==> src/rtl/commit_ctrl.sv <==
// In-order retirement sequencer: one instruction per cycle, CSR
// serialisation through req/gnt, and a timed flush after serialising retires.
module commit_ctrl #(
    parameter int FLUSH_CYCLES = 2,
    parameter int CSR_TIMEOUT  = 64
) (
    input  logic        clk_i,
    input  logic        rst_ni,
    input  logic        head_valid_i,
    input  logic        head_is_csr_i,
    input  logic        head_is_fence_i,
    input  logic        head_ex_i,
    input  logic [7:0]  head_op_i,
    input  logic [4:0]  head_rd_i,
    input  logic [31:0] head_result_i,
    input  logic [31:0] head_pc_i,
    input  logic        halt_i,
    output logic        commit_ack_o,
    output logic        gpr_we_o,
    output logic [4:0]  gpr_waddr_o,
    output logic [31:0] gpr_wdata_o,
    output logic        csr_req_o,
    output logic [7:0]  csr_op_o,
    output logic [31:0] csr_wdata_o,
    input  logic        csr_gnt_i,
    input  logic [31:0] csr_rdata_i,
    output logic        ex_valid_o,
    output logic [31:0] ex_pc_o,
    output logic        csr_timeout_o,
    output logic        flush_o,
    output logic [63:0] retire_cnt_o
);

    typedef enum logic [1:0] {RUN, CSR_WAIT, FLUSH} state_t;

    localparam int TW = (CSR_TIMEOUT > 1) ? $clog2(CSR_TIMEOUT) : 1;
    localparam int FW = (FLUSH_CYCLES > 1) ? $clog2(FLUSH_CYCLES) : 1;
    localparam logic [TW-1:0] T_LAST = TW'(CSR_TIMEOUT - 1);
    localparam logic [FW-1:0] F_LAST = FW'(FLUSH_CYCLES - 1);

    state_t        state, state_d;
    logic [TW-1:0] wait_cnt;
    logic [FW-1:0] flush_cnt;
    logic [7:0]    cap_op;
    logic [31:0]   cap_wdata;
    logic [4:0]    cap_rd;
    logic [31:0]   cap_pc;
    logic          cap_en;
    logic          cnt_inc;

    always_ff @(posedge clk_i) begin
        if (!rst_ni) begin
            state        <= RUN;
            wait_cnt     <= '0;
            flush_cnt    <= '0;
            retire_cnt_o <= '0;
            cap_op       <= '0;
            cap_wdata    <= '0;
            cap_rd       <= '0;
            cap_pc       <= '0;
        end else begin
            state <= state_d;
            // Counters only run while in their state, so entry always starts at 0
            wait_cnt  <= (state == CSR_WAIT) ? wait_cnt + TW'(1) : '0;
            flush_cnt <= (state == FLUSH) ? flush_cnt + FW'(1) : '0;
            if (cnt_inc) retire_cnt_o <= retire_cnt_o + 64'd1;
            if (cap_en) begin
                cap_op    <= head_op_i;
                cap_wdata <= head_result_i;
                cap_rd    <= head_rd_i;
                cap_pc    <= head_pc_i;
            end
        end
    end

    always_comb begin
        state_d       = state;
        cap_en        = 1'b0;
        cnt_inc       = 1'b0;
        commit_ack_o  = 1'b0;
        gpr_we_o      = 1'b0;
        gpr_waddr_o   = '0;
        gpr_wdata_o   = '0;
        csr_req_o     = 1'b0;
        csr_op_o      = '0;
        csr_wdata_o   = '0;
        ex_valid_o    = 1'b0;
        ex_pc_o       = '0;
        csr_timeout_o = 1'b0;
        flush_o       = 1'b0;
        unique case (state)
            RUN: begin
                if (head_valid_i && !halt_i) begin
                    if (head_ex_i) begin
                        commit_ack_o = 1'b1;
                        ex_valid_o   = 1'b1;
                        ex_pc_o      = head_pc_i;
                        state_d      = FLUSH;
                    end else if (head_is_csr_i) begin
                        cap_en  = 1'b1;
                        state_d = CSR_WAIT;
                    end else if (head_is_fence_i) begin
                        commit_ack_o = 1'b1;
                        cnt_inc      = 1'b1;
                        state_d      = FLUSH;
                    end else begin
                        commit_ack_o = 1'b1;
                        gpr_we_o     = (head_rd_i != 5'd0);
                        gpr_waddr_o  = head_rd_i;
                        gpr_wdata_o  = head_result_i;
                        cnt_inc      = 1'b1;
                    end
                end
            end
            CSR_WAIT: begin
                csr_req_o   = 1'b1;
                csr_op_o    = cap_op;
                csr_wdata_o = cap_wdata;
                if (csr_gnt_i) begin
                    commit_ack_o = 1'b1;
                    gpr_we_o     = (cap_rd != 5'd0);
                    gpr_waddr_o  = cap_rd;
                    gpr_wdata_o  = csr_rdata_i;
                    cnt_inc      = 1'b1;
                    state_d      = FLUSH;
                end else if (wait_cnt == T_LAST) begin
                    commit_ack_o  = 1'b1;
                    csr_timeout_o = 1'b1;
                    ex_valid_o    = 1'b1;
                    ex_pc_o       = cap_pc;
                    state_d       = FLUSH;
                end
            end
            FLUSH: begin
                flush_o = 1'b1;
                if (flush_cnt == F_LAST) state_d = RUN;
            end
            default: state_d = RUN;
        endcase
    end

endmodule

==> config.mk <==
export PLATFORM = sky130hd
export DESIGN_NAME = commit_ctrl
export DESIGN_NICKNAME = d
export VERILOG_FILES = /design/src/rtl/commit_ctrl.sv
export SDC_FILE = /design/constraint.sdc
export NUM_CORES = 1
export LEC_CHECK = 0
export ABC_AREA = 0
export BUFFER_PORTS_ARGS = -buffer_cell sky130_fd_sc_hd__buf_4
export CAP_MARGIN = 40
export CORE_MARGIN = 1
export CORE_UTILIZATION = 45
export DETAILED_ROUTE_END_ITERATION = 16
export PLACE_DENSITY = 0.8
export SYNTH_ARGS = -nofsm -noshare
export SYNTH_HDL_FRONTEND = slang
export SYNTH_SLANG_ARGS = --single-unit
==> constraint.sdc <==
create_clock -name clk_i -period 5 [get_ports clk_i]
set_clock_uncertainty 0.1 [all_clocks]
set_input_delay 0 -clock clk_i [delete_from_list [all_inputs] [get_ports clk_i]]
set_output_delay 0 -clock clk_i [all_outputs]
set_load 0.02 [all_outputs]
# Word level (Yosys, flattened, before mapping)
# Index checks and enable logic that the tools add are counted.
word_totals:
  regBits: 150
  latchBits: 0
  ramBits: 0
  rom_bits: 0
  input_bits: 117
  output_inout_bits: 179
  word_cells: 80
  n_memories: 0
op_classes:
  addsub: 3
  multipliers: 0
  div: 0
  magnitude_cmp: 0
  eq_ne: 7
  n_shift: 0
  muxes: 54
  bitwise: 0
  reduce_logical: 8
ops:
  columns: ["cell", "n"]
  rows:
  - ["$mux W32", 10]
  - ["$pmux W32 S2", 2]
  - ["$add A64 B1 Y64 const B", 1]
  - ["$mux W5", 5]
  - ["$mux W1", 23]
  - ["$mux W2", 7]
  - ["$pmux W5 S2", 1]
  - ["$reduce_bool A5 Y1", 2]
  - ["$mux W8", 1]
  - ["$pmux W1 S2", 4]
  - ["$add A6 B1 Y6 const B", 1]
  - ["$eq A6 B6 Y1 const B", 1]
  - ["$pmux W2 S3", 1]
  - ["$ne A2 B2 Y1 const B", 2]
  - ["$ne A4 B4 Y1 const B", 1]
  - ["$reduce_and A2 Y1", 2]
  - ["$reduce_and A4 Y1", 1]
  - ["$ne A3 B2 Y1 const B", 1]
  - ["$eq A2 B1 Y1 const B", 1]
  - ["$eq A2 B2 Y1 const B", 1]
  - ["$logic_not A2 Y1", 1]
  - ["$add A1 B1 Y1 const B", 1]
  - ["$logic_and A1 B1 Y1", 1]
  - ["$logic_not A1 Y1", 1]

# Logic depth before layout (Yosys ltp)
depth:
  word_depth: 6
  depth_mapped: 8
  depth_no_buf: 6

# Least setup slack after synthesis
# Ideal clock, no wire load.
synth_timing:
  path_type: "register to register"
  from: "register retire_cnt_o[20]"
  to: "register retire_cnt_o[61]"
  arrival_time_ns: 2.468
  t_required_ns: 4.830
  setup_slack_ns: 2.362
  path_stages_with_launch: 7
  n_path_buf: 1
  path_cell_list: "dfxtp_1 nand4_2 or4_1 or4_1 buf_2 or4_1 a21oi_1"
synth_via:
  elab_chain_cells: 1
synth_rtl:
  columns: ["item", "line", "source"]
  rows:
  - ["from (decl)", "31", "output logic [63:0] retire_cnt_o"]
  - ["from (signal assigned)", "66", "if (cnt_inc) retire_cnt_o <= retire_cnt_o + 64'd1;"]
  - ["$add A64 B1 Y64", "66", null]
# No other way between the ends.
# A chain may end at the register's enable or synchronous reset.

# Final worst setup path
layout_timing:
  from: "register state[0]"
  to: "output port ex_pc_o[20]"
layout_via:
  elab_chain_cells: 2
layout_rtl:
  columns: ["item", "line", "source"]
  rows:
  - ["from (decl)", "41", "state_t state, state_d;"]
  - ["from (signal assigned)", "62", "state <= state_d;"]
  - ["$eq A2 B1 Y1 / $logic_not A2 Y1 (equally long branches)", "91", "unique case (state)"]
  - ["$pmux W32 S2 (*)", "91", null]
  - ["to (decl)", "28", "output logic [31:0] ex_pc_o,"]
# Every way passes the cells marked *; elsewhere a longest branch is shown, timed or not.

==> impl_metrics.ini <==
[outcome]
status = complete, no violations

[final_layout]
drive_gt1_share_pct = 26.88
final_common_cell = buf_4
multiInputGateArea_mm2 = 0.003901
layout_common_cells = buf_4 (302), nand2_1 (201), dfxtp_1 (150)
final_util_pct = 71.37
area_growth_pct = 53.07
regArea_mm2 = 0.003003
nets = 1368
fillers = 1233

[drt]
drc_errors = 0
first_pass_iters = 5
via_per_inst = 5.569
vias = 8226
drt-initial-drc-count = 553
postRouteAntennaNets = 0
post_drt_wl_per_cell_um = 17.60
drt-total-wl_mm = 25.99

[cts]
cts_buffers = 17
cts_tree = yes
cts_max_path_buffers = 2
clk_latency_ps = 420
clockRootBuffer = clkbuf_16
post-cts-setup-buffers = 0
ctsHoldBuffers = 83
cts.sinks = 150
ctsResizeCount = 0
clk_pin_slew_worst_paths_ps = 60
cts_htree_levels = 4

[sta]
finalHoldViolCount = 0
holdWs_ps = 217.7
setup_tns_ps = 0
timing.fmax_mhz = 352.4
grt_setup_unrepaired = false
slew_headroom_pct = 45.15
worst_pin_slew_ps = 821.0
period_share_pct = 56.75
period_minus_slack_ps = 2838
setup_viol = 0
drv_slew = 0

[global_route]
grt_pass1_vias = 7657
grt_max_degree = 78
grt_usage_pct = 30.96
grt_remaining_overflow = 0
grt_pass1_wl_mm = 39.47
antenna_found_initial = 6

[synthesis]
synth_seq_area_share_pct = 41.90
async_reset_ff_share_pct = 0
yosysWarnings = 0
synth.area.top_cells = dfxtp_1 (42%), nand2_1 (11%), a22o_1 (8.4%), a21oi_1 (7.3%), and2_1 (3.9%)
synthCells = 909
netlist_area_mm2 = 0.007167
synth.avg_cell_area_um2 = 7.884
syn_nets = 1028
ys_seq_elements = 150
ys.flop_type = dfxtp_1
synth_top_area_share_pct = 41.90
synth_edf_count = 0
synth.distinct_cells = 37
synth.largest_area_cell = dfxtp_1

[floorplanning]
start_util_pct = 46.63
placementRows = 45
die_h_um = 128.2
die_w_um = 128.2
core_region_area_mm2 = 0.01537
dieArea_mm2 = 0.01644
ios = 296

[critical_path]
slowest_delay_ps = 730
crit_arrival_ps = 2740
cp.buffers_inverters = 2
ff2ff_path_depth = 6
r2r_slack_ps = 2250
setup.worst_path.end_class = primary output
cp_data_required_time_ps = 4900
crit_family = simple AND/OR/NAND/NOR gates
critical_path_class = reg -> out
path_cells = nor2b_4, and3b_1, buf_16, a22o_1, buf_4
path_max_fanout = 45
cpMaxStageDelayCell = nor2b_4
timing.rr.start = state[1]$_SDFFE_PN0P_
r2r_end = retire_cnt_o[61]$_SDFFE_PN0P_
cp-start-kind = flip-flop

[pwr]
p_seq_share_pct = 43.6
clock_power_share_pct = 46.6
p_sw_share_pct = 22.26
p_switching_uw = 622.6
p_int_uw = 2175
powerDensity_mw_per_mm2 = 255.0
combinationalPowerShare_pct = 9.9
vdd_drop_max_mv = 0.2012
p_leak_uw = 0.004436

[hold_path]
hold_start = csr_rdata_i[23]
holdPathEnd = gpr_wdata_o[23]
whs_path_depth = 3
hold_path_class = in -> out

[place]
place.gp.congestion = 0.8337
dpl.hpwl_mm = 16.89
port_buffers = 295

[run]
drv_cap = 0
[power groups by stage]
stage / Sequential [µW] / Clock, µW / Combinational, µW
after detailed placement: 1240 / 0 / 211
after floorplan: 1240 / 0 / 88.1
final: 1220 / 1300 / 276
after CTS: 1220 / 1320 / 268
after global placement: 1240 / 0 / 207
after global routing: 1220 / 1370 / 292
[worst reg2reg max path, stage by stage (launching register included)]
cell and delay (ps):
dfxtp_1 370, nor4b_1 490, a21oi_1 120, buf_4 230, or4_1 690, or4_1 540
a21oi_1 140
[metal layers]
metal / wire (µm) / global-route usage, % / up-vias
li1: - / - / 3885
met1: 9979 / 33.89 / 3835
met2: 12890 / 52.24 / 404
met3: 1984 / 10.31 / 100
met4: 1127 / 17.99 / 2
met5: 12 / 0 / -
[layout make-up]
| type | count | area share, % |
|---|---|---|
| antenna | 5 | 0.1141 |
| clock buffer | 23 | 4.357 |
| clock inverter | 8 | 1.118 |
| inverter | 9 | 0.3307 |
| multi-input combinational | 684 | 35.56 |
| sequential | 150 | 27.37 |
| tap | 211 | 2.406 |
| timing repair buffer | 387 | 28.74 |
[logic make-up (layout without fill, tap and decap cells)]
kind of cell | after synthesis | count (layout) | share of synthesized area [%]
DFF | 150 | 150 | 41.90
other | 0 | 5 | 0
AOI/OAI and AO/OA | 208 | 208 | 18.87
muxes | 8 | 8 | 1.117
adders and majority gates | 2 | 2 | 0.3491
xor gates and xnor gates | 33 | 33 | 4.033
buffers and inverters | 75 | 427 | 3.946
and+or+nand+nor | 433 | 433 | 29.78
[state kept, by name, summed over array words and instances, names as in the netlist]
register      cells
retire_cnt_o     64
cap_op            8
state             2
flush_cnt         1
cap_rd            5
cap_pc           32
wait_cnt          6
cap_wdata        32
[cell usage after synthesis (all sizes together), types with 12 or more instances]
library cell	count
a22o	69
nor4	16
o21ai	14
xor2	12
a21oi	105
or3	15
o31ai	15
nand2	201
nand3	22
xnor2	21
clkbuf	60
dfxtp	150
nand4	23
nor2	46
or4	20
and2	45
[per-stage QoR]
stage | std cells | instance area (µm²) | power [µW] | setup WS (ps)
floorplan | 909 | 7167 | 1330 | 2362
CTS | 1472 | 10960 | 2807 | 2180
global route | 1476 | 10970 | 2885 | 1919
detailed placement | 1358 | 9527 | 1455 | 2273
global placement | 1356 | 9472 | 1451 | 2312
finish | 1477 | 10970 | 2797 | 2162
[worst max path at each step]
stage / from / endpoint / slack, ps / cells past startpoint
after floorplan: retire_cnt_o[20]$_SDFFE_PN0P_ / retire_cnt_o[61]$_SDFFE_PN0P_ / 2360 / 6
after global placement: state[0]$_SDFFE_PN0P_ / ex_pc_o[5] / 2310 / 4
after detailed placement: state[1]$_SDFFE_PN0P_ / retire_cnt_o[61]$_SDFFE_PN0P_ / 2270 / 6
after CTS: state[0]$_SDFFE_PN0P_ / ex_pc_o[0] / 2180 / 5
after global routing: state[0]$_SDFFE_PN0P_ / ex_pc_o[18] / 1920 / 5
final: state[0]$_SDFFE_PN0P_ / ex_pc_o[20] / 2160 / 5
No activity file was read; power rests on OpenSTA's default activity.
